## config.mk

```make
export PLATFORM = sky130hd
export DESIGN_NAME = cia_bus_capture
export DESIGN_NICKNAME = d
export VERILOG_FILES = /design/src/rtl/cia_bus_capture.sv
export SDC_FILE = /design/constraint.sdc
export NUM_CORES = 1
export LEC_CHECK = 0
export BUFFER_PORTS_ARGS = -buffer_cell sky130_fd_sc_hd__buf_4
export CAP_MARGIN = 20
export CORE_UTILIZATION = 58
export DETAILED_ROUTE_END_ITERATION = 7
export GPL_TIMING_DRIVEN = 0
export PLACE_DENSITY = 0.9
export SKIP_LAST_GASP = 1
export SYNTH_ARGS = -nofsm -noshare
export SYNTH_HDL_FRONTEND = slang
export SYNTH_SLANG_ARGS = --single-unit
```

## constraint.sdc

```tcl
create_clock -name clk -period 3.55 [get_ports clk]
set_input_delay 0.71 -clock clk [delete_from_list [all_inputs] [get_ports clk]]
set_output_delay 0.71 -clock clk [all_outputs]
set_load 0.02 [all_outputs]
```

## src/rtl/cia_bus_capture.sv

```systemverilog
// cia_bus_capture: CIA-side bus front end. Synchronises the asynchronous 68k/CIA
// bus into the clk domain and turns complete E-clock cycles into single-cycle
// read/write/timeout events for the controller register file.
// Optional E glitch filter: define CIA_BUS_E_FILTER_EN.
module cia_bus_capture #(
  parameter int DATA_WIDTH  = 8,
  parameter int REG_WIDTH   = 4,
  parameter int SYNC_STAGES = 2,
  parameter int TIMEOUT     = 255
) (
  input  logic                  clk,
  input  logic                  _reset,
  output logic                  rst,
  input  logic [REG_WIDTH-1:0]  reg_sel,
  input  logic                  r_w,
  input  logic                  _cs,
  input  logic                  e,
  input  logic [DATA_WIDTH-1:0] data,
  output logic [REG_WIDTH-1:0]  reg_addr,
  output logic [DATA_WIDTH-1:0] wr_data,
  output logic                  wr_stb,
  output logic                  rd_req,
  output logic                  rd_done,
  output logic                  busy,
  output logic                  err_timeout
);

`ifdef CIA_BUS_E_FILTER_EN
  localparam int EXTRA_STAGES = 2;
`else
  localparam int EXTRA_STAGES = 0;
`endif
  localparam int CTRL_STAGES = SYNC_STAGES + EXTRA_STAGES;
  localparam int CW = REG_WIDTH + DATA_WIDTH + 2;
  localparam logic [CW-1:0] CTRL_RST = {{REG_WIDTH{1'b0}}, 1'b1, 1'b1, {DATA_WIDTH{1'b0}}};
  localparam logic [7:0] TIMEOUT_CNT = 8'(TIMEOUT);

  typedef enum logic {IDLE, SELECTED} state_t;

  logic [SYNC_STAGES-1:0] rst_pipe;
  logic [SYNC_STAGES-1:0] e_sync;
  logic [CW-1:0]          ctrl_sync [CTRL_STAGES];
  logic [REG_WIDTH-1:0]   reg_sel_s;
  logic [DATA_WIDTH-1:0]  data_s;
  logic                   r_w_s;
  logic                   cs_s;
  logic                   e_s;
  logic                   e_prev;
  logic                   e_cur;
  logic                   rise;
  logic                   fall;
  state_t                 state;
  logic                   dir_read;
  logic [7:0]             count;

  // Local reset: asserts with _reset, releases after SYNC_STAGES clean clk edges
  always_ff @(posedge clk or negedge _reset) begin
    if (!_reset) rst_pipe <= '1;
    else         rst_pipe <= {rst_pipe[SYNC_STAGES-2:0], 1'b0};
  end

  assign rst = rst_pipe[SYNC_STAGES-1];

  // E clock synchroniser chain
  always_ff @(posedge clk or negedge _reset) begin
    if (!_reset) e_sync <= '0;
    else         e_sync <= {e_sync[SYNC_STAGES-2:0], e};
  end

  assign e_s = e_sync[SYNC_STAGES-1];

  // Control/data synchronisers, lengthened when the E filter adds latency
  always_ff @(posedge clk or negedge _reset) begin
    if (!_reset) begin
      for (int i = 0; i < CTRL_STAGES; i++) ctrl_sync[i] <= CTRL_RST;
    end else begin
      ctrl_sync[0] <= {reg_sel, r_w, _cs, data};
      for (int i = 1; i < CTRL_STAGES; i++) ctrl_sync[i] <= ctrl_sync[i-1];
    end
  end

  assign {reg_sel_s, r_w_s, cs_s, data_s} = ctrl_sync[CTRL_STAGES-1];

`ifdef CIA_BUS_E_FILTER_EN
  logic e_h1;
  logic e_h2;

  // Filtered E only follows e_s once it has held steady for three samples
  always_ff @(posedge clk or negedge _reset) begin
    if (!_reset) begin
      e_h1   <= 1'b0;
      e_h2   <= 1'b0;
      e_prev <= 1'b0;
    end else begin
      e_h1   <= e_s;
      e_h2   <= e_h1;
      e_prev <= e_cur;
    end
  end

  assign e_cur = (e_s == e_h1 && e_h1 == e_h2) ? e_s : e_prev;
`else
  // Delayed copy of e_s for edge detection
  always_ff @(posedge clk or negedge _reset) begin
    if (!_reset) e_prev <= 1'b0;
    else         e_prev <= e_s;
  end

  assign e_cur = e_s;
`endif

  // Registered E edge flags
  always_ff @(posedge clk or negedge _reset) begin
    if (!_reset) begin
      rise <= 1'b0;
      fall <= 1'b0;
    end else begin
      rise <= e_cur & ~e_prev;
      fall <= ~e_cur & e_prev;
    end
  end

  // Bus cycle decoder: abort beats completion, completion beats timeout
  always_ff @(posedge clk or negedge _reset) begin
    if (!_reset) begin
      state       <= IDLE;
      dir_read    <= 1'b0;
      count       <= '0;
      reg_addr    <= '0;
      wr_data     <= '0;
      wr_stb      <= 1'b0;
      rd_req      <= 1'b0;
      rd_done     <= 1'b0;
      busy        <= 1'b0;
      err_timeout <= 1'b0;
    end else if (rst) begin
      state       <= IDLE;
      dir_read    <= 1'b0;
      count       <= '0;
      reg_addr    <= '0;
      wr_data     <= '0;
      wr_stb      <= 1'b0;
      rd_req      <= 1'b0;
      rd_done     <= 1'b0;
      busy        <= 1'b0;
      err_timeout <= 1'b0;
    end else begin
      wr_stb      <= 1'b0;
      rd_req      <= 1'b0;
      rd_done     <= 1'b0;
      err_timeout <= 1'b0;
      case (state)
        IDLE: begin
          if (rise && !cs_s) begin
            reg_addr <= reg_sel_s;
            dir_read <= r_w_s;
            rd_req   <= r_w_s;
            count    <= '0;
            busy     <= 1'b1;
            state    <= SELECTED;
          end
        end
        SELECTED: begin
          if (count != 8'hFF) count <= count + 8'd1;
          if (cs_s) begin
            busy  <= 1'b0;
            state <= IDLE;
          end else if (fall) begin
            if (dir_read) begin
              rd_done <= 1'b1;
            end else begin
              wr_data <= data_s;
              wr_stb  <= 1'b1;
            end
            busy  <= 1'b0;
            state <= IDLE;
          end else if (count == TIMEOUT_CNT) begin
            err_timeout <= 1'b1;
            busy        <= 1'b0;
            state       <= IDLE;
          end
        end
        default: begin
          busy  <= 1'b0;
          state <= IDLE;
        end
      endcase
    end
  end

endmodule

```

# Yosys cells after proc, flatten, opt, wreduce, memory -nomap -nowiden
# Cells that the tools add are included.
# totals
reg_bits,62
inputBits,17
out_inout_bits,18
# classes
n_addsub,1
eq_ne,8
mux,45
bitwise,5
reduce_logical,9
# ops
operator,count
$mux 8,8
$mux 1,31
$pmux 8 s2,1
$mux 4,3
$add 8x1->8 const B,1
$eq 8x8->1 const B,1
$ne 8x8->1 const B,1
$ne 2x2->1 const B,3
$reduce_and 2->1,3
$reduce_bool 2->1,3
$ne 5x4->1 const B,1
$pmux 1 s2,2
$reduce_and 4->1,1
$ne 3x2->1 const B,1
$ne 3x3->1 const B,1
$not 1->1,3
$and 1x1->1,2
$logic_and 1x1->1,1
$logic_not 1->1,1

# Depth between registers and ports, before layout
# depth
depth_word,6
depth_mapped,5
depth_no_buf,5

# Worst setup path after synthesis
# OpenSTA, ideal clock, no wires.
# synth_path
kind,register to output
start,reg rst_pipe[1]
end,out rst
arrival_time_ns,0.636
path_slack_ns,2.204
stages_incl_launch_ff,1
path_cell_list,dfstp_2
# synth_lines
item,line_no,text
from (decl),40,logic [SYNC_STAGES-1:0] rst_pipe;
from (signal assigned),59,"else rst_pipe <= {rst_pipe[SYNC_STAGES-2:0], 1'b0};"
to (decl),13,"output logic rst,"
# No word-level cell between the ends.

# Worst setup path after layout
# layout_path
start,reg rst_pipe[1]
end,out rst
# No word-level cell between the ends.

==> results.toml <==
[run_status]
status = "completed"

[setup_path]
crit_path_max_incr_delay_ns = 0.65
required_ns = 2.84
crit_family = "flip-flops"
crit_chain = "buf_4"
critPathMaxFanout = 8
cp-end-kind = "output pin"
crit_path_start_kind = "flip-flop"
path_buf_inv = 1
path_class = "flip-flop to output pin"
critPathSlowestCell = "dfstp_2"
cp.arrival_ns = 1.20

[sta]
worst_slew_pin_slew_ns = 0.726
max_clock_freq_mhz = 523
finalMaxSlewViolations = 0
fin_worst_skew_ns = 0.00477
setup_slack_ns = 1.64
fin_crit_ns = 1.91
setup_viol = 0
finalCritPeriodShare = 0.539
hold_viol_final = 0
rsz0062_at_grt = "no"
setup_tns_ns = 0
slew_headroom = 0.516

[flow_run]
maxCapViolCount = 0

[detailed_routing]
drtIter0Drc = 112
drt_first_pass_iters = 4
vias = 1396
avgViaCountPerCell = 5.37
post-route-drc-count = 0
wire_per_inst_um = 13.9
detail-route-antenna-nets = 0
wl_um = 3610

[grt]
antenna_found_initial = 0
gr-total-overflow = 0
grt_pass1_wl_um = 6310
first_global_vias = 1392
grt_max_degree = 63
grt_use_total = 0.221

[power]
leakagePower_nw = 1.20
peakVddDrop_uv = 323
power_density_mw_per_mm2 = 471

[clock_network]
post_cts_buffers = 0
clock_latency_ns = 0.38
cts_tree = "done"
max-clock-path-buffers = 2
root_buffer = "clkbuf_4"
numCtsBuffers = 9
cts_resized = 0
htreeDepth = 3
hold_buffers = 0
clkTransAtPathRegs_ns = 0.09
clock-sinks = 62

[place]
place_ws_ns = 2.05
place.detailed.instances = 244
portBuffers = 34
gp_congestion = 0.793
place_area_mm2 = 0.00244
hpwl_um = 2470

[layout]
stdcell_count = 260
drive_gt1_frac = 0.294
synthToLayoutAreaGrowth_pct = 20.0
n_antenna_cell = 0
final_cell_mix = "dfrtp_1 (56), buf_4 (35), nand2_1 (26)"
final_util = 0.747
final_common_cell = "dfrtp_1"
fillers = 231
regArea_mm2 = 0.00156
multiInputGateArea_um2 = 536
nets = 227
fin_area_mm2 = 0.00255

[die]
die_w_um = 62.5
rows = 21
core_area_mm2 = 0.00342
pin_count = 35
die_y_um = 62.5
die-area_mm2 = 0.00391
initial_core_util = 0.622

[hold_path]
hp-class = "flip-flop to flip-flop"

[yosys]
synth_nets = 182
synth_edf_count = 0
yosysWarnings = 0
yosys_register_bits = 62
synth_cell_types = 36
synth_ff_type = "dfrtp_1"
ys_seq_area_frac = 0.733
synthArstFlopShare = 1.00
synth_cells = 164
syn_area_mm2 = 0.00213
synth.avg_cell_area_um2 = 13.0
## where the power goes
group	total [mW]	switching, mW	internal [mW]
clock	0.398	0.235	0.163
sequential	0.745	0.0121	0.733
combinational	0.0599	0.0348	0.0252
total	1.20	0.281	0.921
## Yosys cell counts, types with 2 or more instances
cell type  instances  share of area
a31oi_1            3         0.0088
nand3_1            5          0.012
nor2_1             6          0.011
and3_1             2         0.0059
a21o_1             3          0.011
buf_2              4         0.0094
nand4_1            3         0.0088
nand2_1           26          0.046
and4_1             2         0.0082
dfrtp_1           56           0.66
o21ai_0            3         0.0071
dfstp_2            6          0.074
nor2b_1            4          0.012
nor4_1             3         0.0088
nand2b_1           2         0.0059
a21oi_1           15          0.035
o21ai_1            2         0.0047
## metal layers
| metal | up-vias | GRT usage | routed length, um |
|---|---|---|---|
| li1 | 659 | - | - |
| met1 | 684 | 0.283 | 1560 |
| met2 | 43 | 0.326 | 1790 |
| met3 | 10 | 0.0584 | 163 |
| met4 | 0 | 0.160 | 100 |
| met5 | - | 0 | 0 |
## cell type report
type	count	share of cell area
Inverter	1	0.00147
Clock inverter	3	0.00785
Tap cell	46	0.0226
Buffer	5	0.0108
Sequential cell	62	0.611
Clock buffer	13	0.0363
Timing Repair Buffer	34	0.100
Multi-Input combinational cell	96	0.210
## kinds of logic (layout without fill, tap and decap cells)
family	after synthesis	after routing	share of synthesized area
other	1	1	0.00176
adder cells (fa/ha/maj)	1	1	0.00588
AND/OR/NAND/NOR	61	61	0.149
XOR/XNOR	1	1	0.00412
buffers and inverters	6	56	0.0147
AO/OA/AOI/OAI	32	32	0.0906
flip-flops	62	62	0.733
## metrics by stage
step / total power [mW] / hold WS [ns]
floorplan: 0.779 / 0.331
global placement: 0.816 / 0.331
detailed placement: 0.820 / 0.338
CTS: 1.22 / 0.357
global route: 1.26 / 0.355
finish: 1.20 / 0.357
## registers in the layout (all words and copies together), names as in the netlist, 2 cells and up
signal     cells
count          8
ctrl_sync     27
e_sync         2
rst_pipe       2
wr_data        8
reg_addr       4
## final timing paths
path | from | endpoint | slack (ns) | depth (start not counted)
max | rst_pipe[1]$_DFF_PN1_ | rst | 1.64 | 1
min | ctrl_sync[21]$_DFF_PN0_ | ctrl_sync[7]$_DFF_PN0_ | 0.36 | 0
max reg2reg | count[0]$_DFFE_PN0P_ | count[6]$_DFFE_PN0P_ | 2.10 | 5
min reg2reg | ctrl_sync[21]$_DFF_PN0_ | ctrl_sync[7]$_DFF_PN0_ | 0.36 | 0
max in group asynchronous | _reset | reg_addr[2]$_DFFE_PN0P_ | 2.69 | 1
min in group asynchronous | _reset | ctrl_sync[27]$_DFF_PN0_ | 0.38 | 1
Note: power is estimated with default switching activity, not from simulation.
